## config.mk

```make
export PLATFORM = sky130hd
export DESIGN_NAME = alu_arbiter
export DESIGN_NICKNAME = d
export VERILOG_FILES = /design/src/rtl/alu_arbiter_pkg.sv /design/src/rtl/alu_arbiter_rr_pick.sv /design/src/rtl/alu_arbiter.sv
export SDC_FILE = /design/constraint.sdc
export NUM_CORES = 1
export LEC_CHECK = 0
export CAP_MARGIN = 20
export CORE_ASPECT_RATIO = 0.8
export CORE_UTILIZATION = 38
export CTS_CLUSTER_DIAMETER = 40
export DETAILED_ROUTE_END_ITERATION = 10
export PLACE_DENSITY_LB_ADDON = 0.05
export SLEW_MARGIN = 30
export SYNTH_ARGS = -nofsm -noshare
export SYNTH_HDL_FRONTEND = slang
export SYNTH_SLANG_ARGS = --single-unit
export TNS_END_PERCENT = 1
```

## constraint.sdc

```tcl
create_clock -name Clk -period 1.8 [get_ports Clk]
set_input_delay 0.45 -clock Clk [delete_from_list [all_inputs] [get_ports Clk]]
set_output_delay 0.45 -clock Clk [all_outputs]
set_load 0.005 [all_outputs]
```

## src/rtl/alu_arbiter_pkg.sv

```systemverilog
// Shared definitions for the two-requester ALU arbiter: the ALU op codes and
// the arbiter FSM state encoding.
package alu_arbiter_pkg;

  typedef enum logic [2:0] {
    kADD  = 3'd0,
    kSUB  = 3'd1,
    kAND  = 3'd2,
    kOR   = 3'd3,
    kXOR  = 3'd4,
    kLSOR = 3'd5,
    kINC  = 3'd6,
    kPASS = 3'd7
  } alu_op_t;

  typedef enum logic [1:0] {
    IDLE = 2'd0,
    EXEC = 2'd1,
    RESP = 2'd2
  } arb_state_t;

  localparam int unsigned DATA_W = 8;
  localparam int unsigned OP_W   = 3;

endpackage

```

## src/rtl/alu_arbiter_rr_pick.sv

```systemverilog
// Combinational 2-way round-robin picker: on contention the requester that was
// not granted last time wins; a lone requester always wins.
module alu_rr_pick (
  input  logic [1:0] valid,
  input  logic       last,
  output logic       grant,
  output logic       grant_idx
);

  always_comb begin
    grant     = |valid;
    grant_idx = (valid == 2'b11) ? ~last : valid[1];
  end

endmodule

```

## src/rtl/alu_arbiter.sv

```systemverilog
// Shares one combinational 8-bit ALU between the execute stage (requester 0)
// and the parity/branch helper (requester 1), one operation at a time.
module alu_arbiter
  import alu_arbiter_pkg::*;
(
  input  logic                Clk,
  input  logic                Reset,
  input  logic                ReqValid0,
  input  logic                ReqValid1,
  output logic                ReqReady0,
  output logic                ReqReady1,
  input  logic [OP_W-1:0]     ReqOP0,
  input  logic [OP_W-1:0]     ReqOP1,
  input  logic [DATA_W-1:0]   ReqA0,
  input  logic [DATA_W-1:0]   ReqB0,
  input  logic [DATA_W-1:0]   ReqA1,
  input  logic [DATA_W-1:0]   ReqB1,
  output logic                RspValid0,
  output logic                RspValid1,
  input  logic                RspAck0,
  input  logic                RspAck1,
  output logic [DATA_W-1:0]   RspOut,
  output logic                RspZero,
  output logic                RspParity,
  output logic [OP_W-1:0]     AluOP,
  output logic [DATA_W-1:0]   AluA,
  output logic [DATA_W-1:0]   AluB,
  input  logic [DATA_W-1:0]   AluOut,
  input  logic                AluZero,
  input  logic                AluParity,
  output logic [1:0]          dbg_state
);

  // Handshakes: a request transfers in a cycle where ReqValidN && ReqReadyN;
  // ReqReady is only ever raised in IDLE and for at most one requester. A
  // response is offered while RspValidN is high and is consumed in the cycle
  // RspAckN is high; the non-granted requester's ack has no effect.

  arb_state_t        state, state_nxt;
  logic              last;
  logic              gnt_idx;
  logic              pick_grant;
  logic              pick_idx;
  logic              accept;
  logic              rsp_ack;
  logic [OP_W-1:0]   cap_op;
  logic [DATA_W-1:0] cap_a;
  logic [DATA_W-1:0] cap_b;
  logic [DATA_W-1:0] res_out;
  logic              res_zero;
  logic              res_parity;

  alu_rr_pick u_pick (
    .valid     ({ReqValid1, ReqValid0}),
    .last      (last),
    .grant     (pick_grant),
    .grant_idx (pick_idx)
  );

  // Gating with Reset keeps ReqReady low while reset is held.
  assign accept    = (state == IDLE) && pick_grant && !Reset;
  assign ReqReady0 = accept && !pick_idx;
  assign ReqReady1 = accept && pick_idx;
  assign rsp_ack   = gnt_idx ? RspAck1 : RspAck0;

  always_comb begin
    state_nxt = state;
    case (state)
      IDLE:    if (accept) state_nxt = EXEC;
      EXEC:    state_nxt = RESP;
      RESP:    if (rsp_ack) state_nxt = IDLE;
      default: state_nxt = IDLE;
    endcase
  end

  always_ff @(posedge Clk or posedge Reset) begin
    if (Reset) begin
      state      <= IDLE;
      last       <= 1'b1;
      gnt_idx    <= 1'b0;
      cap_op     <= '0;
      cap_a      <= '0;
      cap_b      <= '0;
      res_out    <= '0;
      res_zero   <= 1'b0;
      res_parity <= 1'b0;
    end else begin
      state <= state_nxt;
      if (accept) begin
        gnt_idx <= pick_idx;
        last    <= pick_idx;
        cap_op  <= pick_idx ? ReqOP1 : ReqOP0;
        cap_a   <= pick_idx ? ReqA1 : ReqA0;
        cap_b   <= pick_idx ? ReqB1 : ReqB0;
      end
      if (state == EXEC) begin
        res_out    <= AluOut;
        res_zero   <= AluZero;
        res_parity <= AluParity;
      end
    end
  end

  // The capture registers double as the ALU drive registers.
  assign AluOP     = cap_op;
  assign AluA      = cap_a;
  assign AluB      = cap_b;
  assign RspValid0 = (state == RESP) && !gnt_idx;
  assign RspValid1 = (state == RESP) && gnt_idx;
  assign RspOut    = res_out;
  assign RspZero   = res_zero;
  assign RspParity = res_parity;
  assign dbg_state = state;

endmodule
```

==> results of run 1 <==
==> cell type report <==
cell class / count / share of cell area, %
Clock buffer: 7 / 3.17
Sequential cell: 33 / 30.4
Inverter: 4 / 0.552
Tap cell: 55 / 2.53
Timing Repair Buffer: 106 / 37.9
Multi-Input combinational cell: 82 / 25.4
==> worst max-delay path, stage by stage (launching register included) <==
cell     delay, ns
dfrtp_1       0.39
or3_4         0.42
nor3b_4       0.20
buf_2         0.14
==> placed cells by master (no fill, tap or decap) <==
cell type / instances
a21oi_1: 2
a221o_1: 19
and2b_2: 1
and3_4: 1
buf_12: 1
buf_2: 1
buf_4: 16
buf_6: 2
clkbuf_1: 1
clkbuf_8: 6
clkdlybuf4s15_1: 1
clkdlybuf4s15_2: 2
clkdlybuf4s50_1: 81
dfrtp_1: 32
dfstp_2: 1
dlygate4sd2_1: 1
dlymetal6s2s_1: 1
inv_1: 4
mux2_1: 9
mux2_2: 2
nand2_1: 20
nand2b_1: 1
nor2_1: 2
nor3_2: 19
nor3_4: 1
nor3b_4: 1
o21ai_1: 1
o21ai_2: 1
or2b_1: 1
or3_4: 1
==> how the worst max path moves through the flow <==
stage	from	depth (start not counted)	slack, ns	end
2_1_floorplan	dbg_state[1]	3	0.19	ReqReady0
3_3_place_gp	Reset	4	-0.60	ReqReady0
3_5_place_dp	Reset	4	-0.64	ReqReady0
4_1_cts	dbg_state[1]	3	-0.13	ReqReady0
5_1_grt	dbg_state[1]	3	-0.14	ReqReady0
6_report	dbg_state[1]	3	-0.08	ReqReady0
==> cells by family (layout without fill, tap and decap cells) <==
group | count (synthesis) | count (layout) | share of synthesized area (%)
muxes | 11 | 11 | 7.72
AOI/OAI and AO/OA | 23 | 23 | 13.3
DFF | 33 | 33 | 51.6
buffers and inverters | 15 | 117 | 6.16
and+or+nand+nor | 48 | 48 | 21.2
==> per-stage QoR <==
stage	setup WS, ns	instances	util, %
after floorplan	0.186	130	-
final	-0.0831	287	69.2
after CTS	-0.128	287	68.8
after detailed placement	-0.640	279	66.4
after global placement	-0.596	279	66.4
after global routing	-0.135	287	69.2
==> where the power goes <==
group	switching (W)	internal, W
logic	0.000639	0.00114
registers	0.000209	0.00111
clock network	0.000253	0.000303
total	0.00110	0.00255
==> timing repair <==
action,CTS,global route
setup buffers,1,0
gates resized for setup,16,7
pin swaps,3,3
setup endpoints to repair,4,4
==> routing by layer <==
metal	share of wire [%]	track usage (%)
met4	1.3	7.01
met3	4.9	5.40
met2	52	40.0
met1	42	26.5
met5	0	0
==> state kept, by name (all words and copies together) (netlist names), 2 cells and up <==
signal,cells
AluB,8
RspOut,8
AluOP,3
AluA,8
dbg_state,2
==> impl_metrics.env, run 1 <==
export IMPL_post_route_min_period_ns=1.88
export IMPL_synth_edf_count=0
export IMPL_grt_pass1_vias=1472
export IMPL_fp_dieW_um=74.6
export IMPL_hold_slack_ns=0.452
export IMPL_design_core_area_sq_um=3930
export IMPL_startpoint_type="flop"
export IMPL_cts_tree="yes"
export IMPL_rsz0062_at_grt="true"
export IMPL_ys_ff_latch=33
export IMPL_cts_buffer_depth=2
export IMPL_crit_path_max_fanout=2
export IMPL_synthesis_nets=184
export IMPL_wl_per_cell_um=16.1
export IMPL_r2r_start="dbg_state[1]"
export IMPL_cts_hold_buf=0
export IMPL_rr_endpoint="AluA[0]"
export IMPL_stdcell_area_sq_um=2720
export IMPL_multi_input_area_sq_um=691
export IMPL_path_clk_slew_ns=0.06
export IMPL_grt_total_usage_pct=22.4
export IMPL_cts_num_sinks=33
export IMPL_drc_errors=0
export IMPL_ff_latch_area_sq_um=827
export IMPL_gr_total_overflow=0
export IMPL_hpwl_um=3440
export IMPL_leakage_nw=1.15
export IMPL_syn_avg_cell_area_sq_um=12.3
export IMPL_required_ns=1.35
export IMPL_synth_most_common_cell="dfrtp_1"
export IMPL_vias=1456
export IMPL_finalSetupViolCount=3
export IMPL_ios=89
export IMPL_firstDrtPassIters=6
export IMPL_maxSlewViolCount=0
export IMPL_synth_ff_type="dfrtp_1"
export IMPL_num_rows=20
export IMPL_clock_latency_ns=0.28
export IMPL_hp_class="in2async"
export IMPL_ys_types=21
export IMPL_initial_core_util_pct=40.8
export IMPL_endpoint_kind="output pin"
export IMPL_ys_warn_count=0
export IMPL_io_buffers=88
export IMPL_htree_num_levels=2
export IMPL_synthArstFlopShare_pct=100
export IMPL_reg2reg_depth=4
export IMPL_violations="negative setup slack"
export IMPL_nets=286
export IMPL_grt_antenna_before_repair=0
export IMPL_totalPowerFinal_w=0.00365
export IMPL_drive_gt1_share_pct=24.1
export IMPL_seq_area_frac_synth_pct=51.6
export IMPL_period_share_pct=105
export IMPL_cts_made_buffers=5
export IMPL_maxCapViolations=0
export IMPL_die_h_um=60.1
export IMPL_max_slew_margin_pct=65.7
export IMPL_syn2layout_area_growth_pct=69.6
export IMPL_crit_arrival_ns=1.43
export IMPL_n_fill_cell=329
export IMPL_netlist_top_cells_count="32 x dfrtp_1, 20 x nand2_1, 20 x nor3_2, 19 x a221o_1, 9 x mux2_1"
export IMPL_path_class="reg2out"
export IMPL_layout_setup_ws_ns=-0.0831
export IMPL_synthCells=130
export IMPL_drtAntennaViolNets=0
export IMPL_vias_per_cell=5.07
export IMPL_routed_wirelength_um=4620
export IMPL_powerDensity_nw_per_um2=1340
export IMPL_syn_area_sq_um=1600
export IMPL_cts_root_buf="clkbuf_8"
export IMPL_place_area_sq_um=2610
export IMPL_synth_top_area_share_pct=49.9
export IMPL_n_antenna_cell=0
export IMPL_synth_area_leaders="dfrtp_1 50%, nor3_2 12%, a221o_1 12%, mux2_1 6.3%, nand2_1 4.7%"
export IMPL_detail_route_iter0_violations=58
export IMPL_grt_pass1_wl_um=7230
export IMPL_yosysTopAreaCell="dfrtp_1"
export IMPL_outcome="complete, but fails checks"
export IMPL_finalHoldViolations=0
export IMPL_dieArea_sq_um=4490
export IMPL_timing_fmax_ghz=0.531
export IMPL_routabilityCongestion=0.738
export IMPL_grt_max_degree=20
export IMPL_finClkSkew_ns=0.00448
export IMPL_peakVddDrop_mv=0.759
export IMPL_reg2reg_slack_ns=0.26
export IMPL_worstMarginPinSlew_ns=0.514
export IMPL_tns_ns=-0.140
No activity file was read; power rests on OpenSTA's default activity.
==> run 2, diff against run 1 <==
--- a/config.mk
+++ b/config.mk
@@ -5,7 +5,6 @@
 export SDC_FILE = /design/constraint.sdc
 export NUM_CORES = 1
 export LEC_CHECK = 0
-export CAP_MARGIN = 20
 export CORE_ASPECT_RATIO = 0.8
 export CORE_UTILIZATION = 38
 export CTS_CLUSTER_DIAMETER = 40
==> constraint.sdc (replaced) <==
create_clock -name Clk -period 1.8 [get_ports Clk]
set_input_delay 0.45 -clock Clk [delete_from_list [all_inputs] [get_ports Clk]]
set_output_delay 0.45 -clock Clk [all_outputs]
set_load 0.05 [all_outputs]
==> run 2 against run 1 <==
The flow still finishes with violations (negative setup slack). Highest routed layer unchanged. Total power rose by 36%. Critical path type unchanged. Fmax fell by 2.6%. Via count fell by 0.48%. Utilization fell by 0.64 points. Largest cell class unchanged. Final cell count rose by 0.35%. First-iteration DRC count fell by 1.7%. Flip-flop and latch count did not move.
==> impl_metrics.env, run 2 (synthesis results as in run 1) <==
export IMPL_reg2reg_slack_ns=0.17
export IMPL_crit_arrival_ns=1.48
export IMPL_startpoint_type="flop"
export IMPL_layout_setup_ws_ns=-0.133
export IMPL_fp_dieW_um=74.6
export IMPL_outcome="complete, but fails checks"
export IMPL_initial_core_util_pct=40.8
export IMPL_drtAntennaViolNets=0
export IMPL_critPathTopFamily="simple AND/OR/NAND/NOR gates"
export IMPL_vias_per_cell=5.03
export IMPL_gr_total_overflow=0
export IMPL_cts_tree="yes"
export IMPL_violations="negative setup slack"
export IMPL_io_buffers=88
export IMPL_grt_pass1_wl_um=7160
export IMPL_finClkSkew_ns=0.00547
export IMPL_crit_chain="or3_4 -> nor3b_4 -> buf_6"
export IMPL_endpoint_kind="output pin"
export IMPL_totalPowerFinal_w=0.00496
export IMPL_crit_path_max_fanout=2
export IMPL_cts_buffer_depth=2
export IMPL_final_common_cell="clkdlybuf4s50_1"
export IMPL_ios=89
export IMPL_r2r_start="dbg_state[1]"
export IMPL_cp_buffers_inverters=1
export IMPL_powerDensity_nw_per_um2=1840
export IMPL_vias=1449
export IMPL_path_clk_slew_ns=0.07
export IMPL_firstDrtPassIters=4
export IMPL_max_slew_margin_pct=66.8
export IMPL_cts_made_buffers=5
export IMPL_drc_errors=0
export IMPL_design_core_area_sq_um=3930
export IMPL_grt_total_usage_pct=22.0
export IMPL_layout_common_cells="50 x clkdlybuf4s50_1, 48 x buf_4, 30 x dfrtp_1"
export IMPL_hp_class="in2async"
export IMPL_final_core_util_pct=68.6
export IMPL_wl_per_cell_um=15.2
export IMPL_tns_ns=-0.381
export IMPL_path_class="reg2out"
export IMPL_rr_endpoint="AluOP[1]"
export IMPL_drive_gt1_share_pct=39.1
export IMPL_dieArea_sq_um=4490
export IMPL_grt_pass1_vias=1549
export IMPL_die_h_um=60.1
export IMPL_critPathSlowestCell="dfrtp_2"
export IMPL_finalHoldViolations=0
export IMPL_cts_hold_buf=0
export IMPL_finalSetupViolCount=4
export IMPL_grt_max_degree=20
export IMPL_routabilityCongestion=0.724
export IMPL_timing_fmax_ghz=0.517
export IMPL_num_rows=20
export IMPL_peakVddDrop_mv=1.02
export IMPL_cpPeakStageDelay_ns=0.41
export IMPL_maxCapViolations=0
export IMPL_nets=286
export IMPL_cts_num_sinks=33
export IMPL_n_antenna_cell=0
export IMPL_post_route_min_period_ns=1.93
export IMPL_period_share_pct=107
export IMPL_reg2reg_depth=6
export IMPL_clock_latency_ns=0.29
export IMPL_worstMarginPinSlew_ns=0.497
export IMPL_syn2layout_area_growth_pct=68.0
export IMPL_required_ns=1.35
export IMPL_maxSlewViolCount=0
export IMPL_grt_antenna_before_repair=0
export IMPL_dpl_worst_slack_ns=-0.363
export IMPL_hpwl_um=3200
export IMPL_htree_num_levels=2
export IMPL_cts_root_buf="clkbuf_8"
export IMPL_routed_wirelength_um=4370
export IMPL_detail_route_iter0_violations=57
export IMPL_leakage_nw=1.19
export IMPL_rsz0062_at_grt="true"
[run 2: cell types whose count changed in the layout (fill, tap and decap cells not counted), moves of 2 or more]
cell and change:
clkdlybuf4s50_1 -31, nor2_2 +2, dfrtp_2 +2, nor2_1 -2
buf_12 +2, dfrtp_1 -2, buf_4 +32, clkdlybuf4s15_2 -2
[run 2: worst reg2reg max path: cells and delay by family, from the launching register on]
kind / cells / cell delay (ns)
compound gates: 2 / 0.42
flops: 1 / 0.43
simple gates: 1 / 0.20
buf+inv: 3 / 0.47
[run 2: metrics by stage]
| stage | instances | instance area, sq um | hold WS (ns) |
|---|---|---|---|
| after CTS | 286 | 2680 | 0.406 |
| after detailed placement | 277 | 2530 | 0.462 |
| after global placement | 277 | 2530 | 0.454 |
| after floorplan | 130 | 1610 | 0.446 |
| after global routing | 288 | 2700 | 0.437 |
| final | 288 | 2700 | 0.405 |
[run 2: layer usage]
metal,track usage [%],wire length [um],vias up
met5,0,0,-
met4,11.3,89,0
met3,5.40,258,10
met2,36.0,2140,54
met1,27.1,1890,711
li1,-,-,674
[run 2: how the worst max path moves through the flow]
| stage | slack [ns] | cells after the start | end | startpoint |
|---|---|---|---|---|
| after floorplan | -0.27 | 3 | ReqReady0 | dbg_state[0] |
| after global placement | -0.35 | 4 | ReqReady0 | Reset |
| after detailed placement | -0.36 | 4 | ReqReady0 | Reset |
| after CTS | -0.16 | 3 | ReqReady0 | dbg_state[0] |
| after global routing | -0.20 | 3 | ReqReady0 | dbg_state[0] |
| final | -0.13 | 3 | ReqReady0 | dbg_state[0] |
[run 2: cell type report]
class / count / area (sq um)
clock buffers: 7 / 86.3
well taps: 55 / 68.8
repair buffers: 106 / 971
clock inverters: 1 / 30.0
fillers: 306 / 1230
inverters: 4 / 15.0
flip-flops and latches: 33 / 830
multi-input cells: 82 / 694
[run 2: power breakdown]
group | internal (W) | switching [W] | total, W
clock | 0.000451 | 0.000273 | 0.000724
sequential | 0.00111 | 0.000215 | 0.00132
combinational | 0.00105 | 0.00186 | 0.00291
total | 0.00261 | 0.00235 | 0.00496
[run 2: repair_timing]
action / in CTS / in global routing
pin swaps: 4 / 2
gates cloned: 0 / 0
buffers inserted: 1 / 2
resized for setup: 10 / 0
setup endpoints to repair: 4 / 4
==> run 3, diff against run 2 <==
--- a/config.mk
+++ b/config.mk
@@ -5,6 +5,7 @@
 export SDC_FILE = /design/constraint.sdc
 export NUM_CORES = 1
 export LEC_CHECK = 0
+export ABC_CLOCK_PERIOD_IN_PS = 1800
 export CORE_ASPECT_RATIO = 0.8
 export CORE_UTILIZATION = 38
 export CTS_CLUSTER_DIAMETER = 40
==> results of run 3 <==
Same layout as run 2: the final DEF is identical, and so are final timing and power.
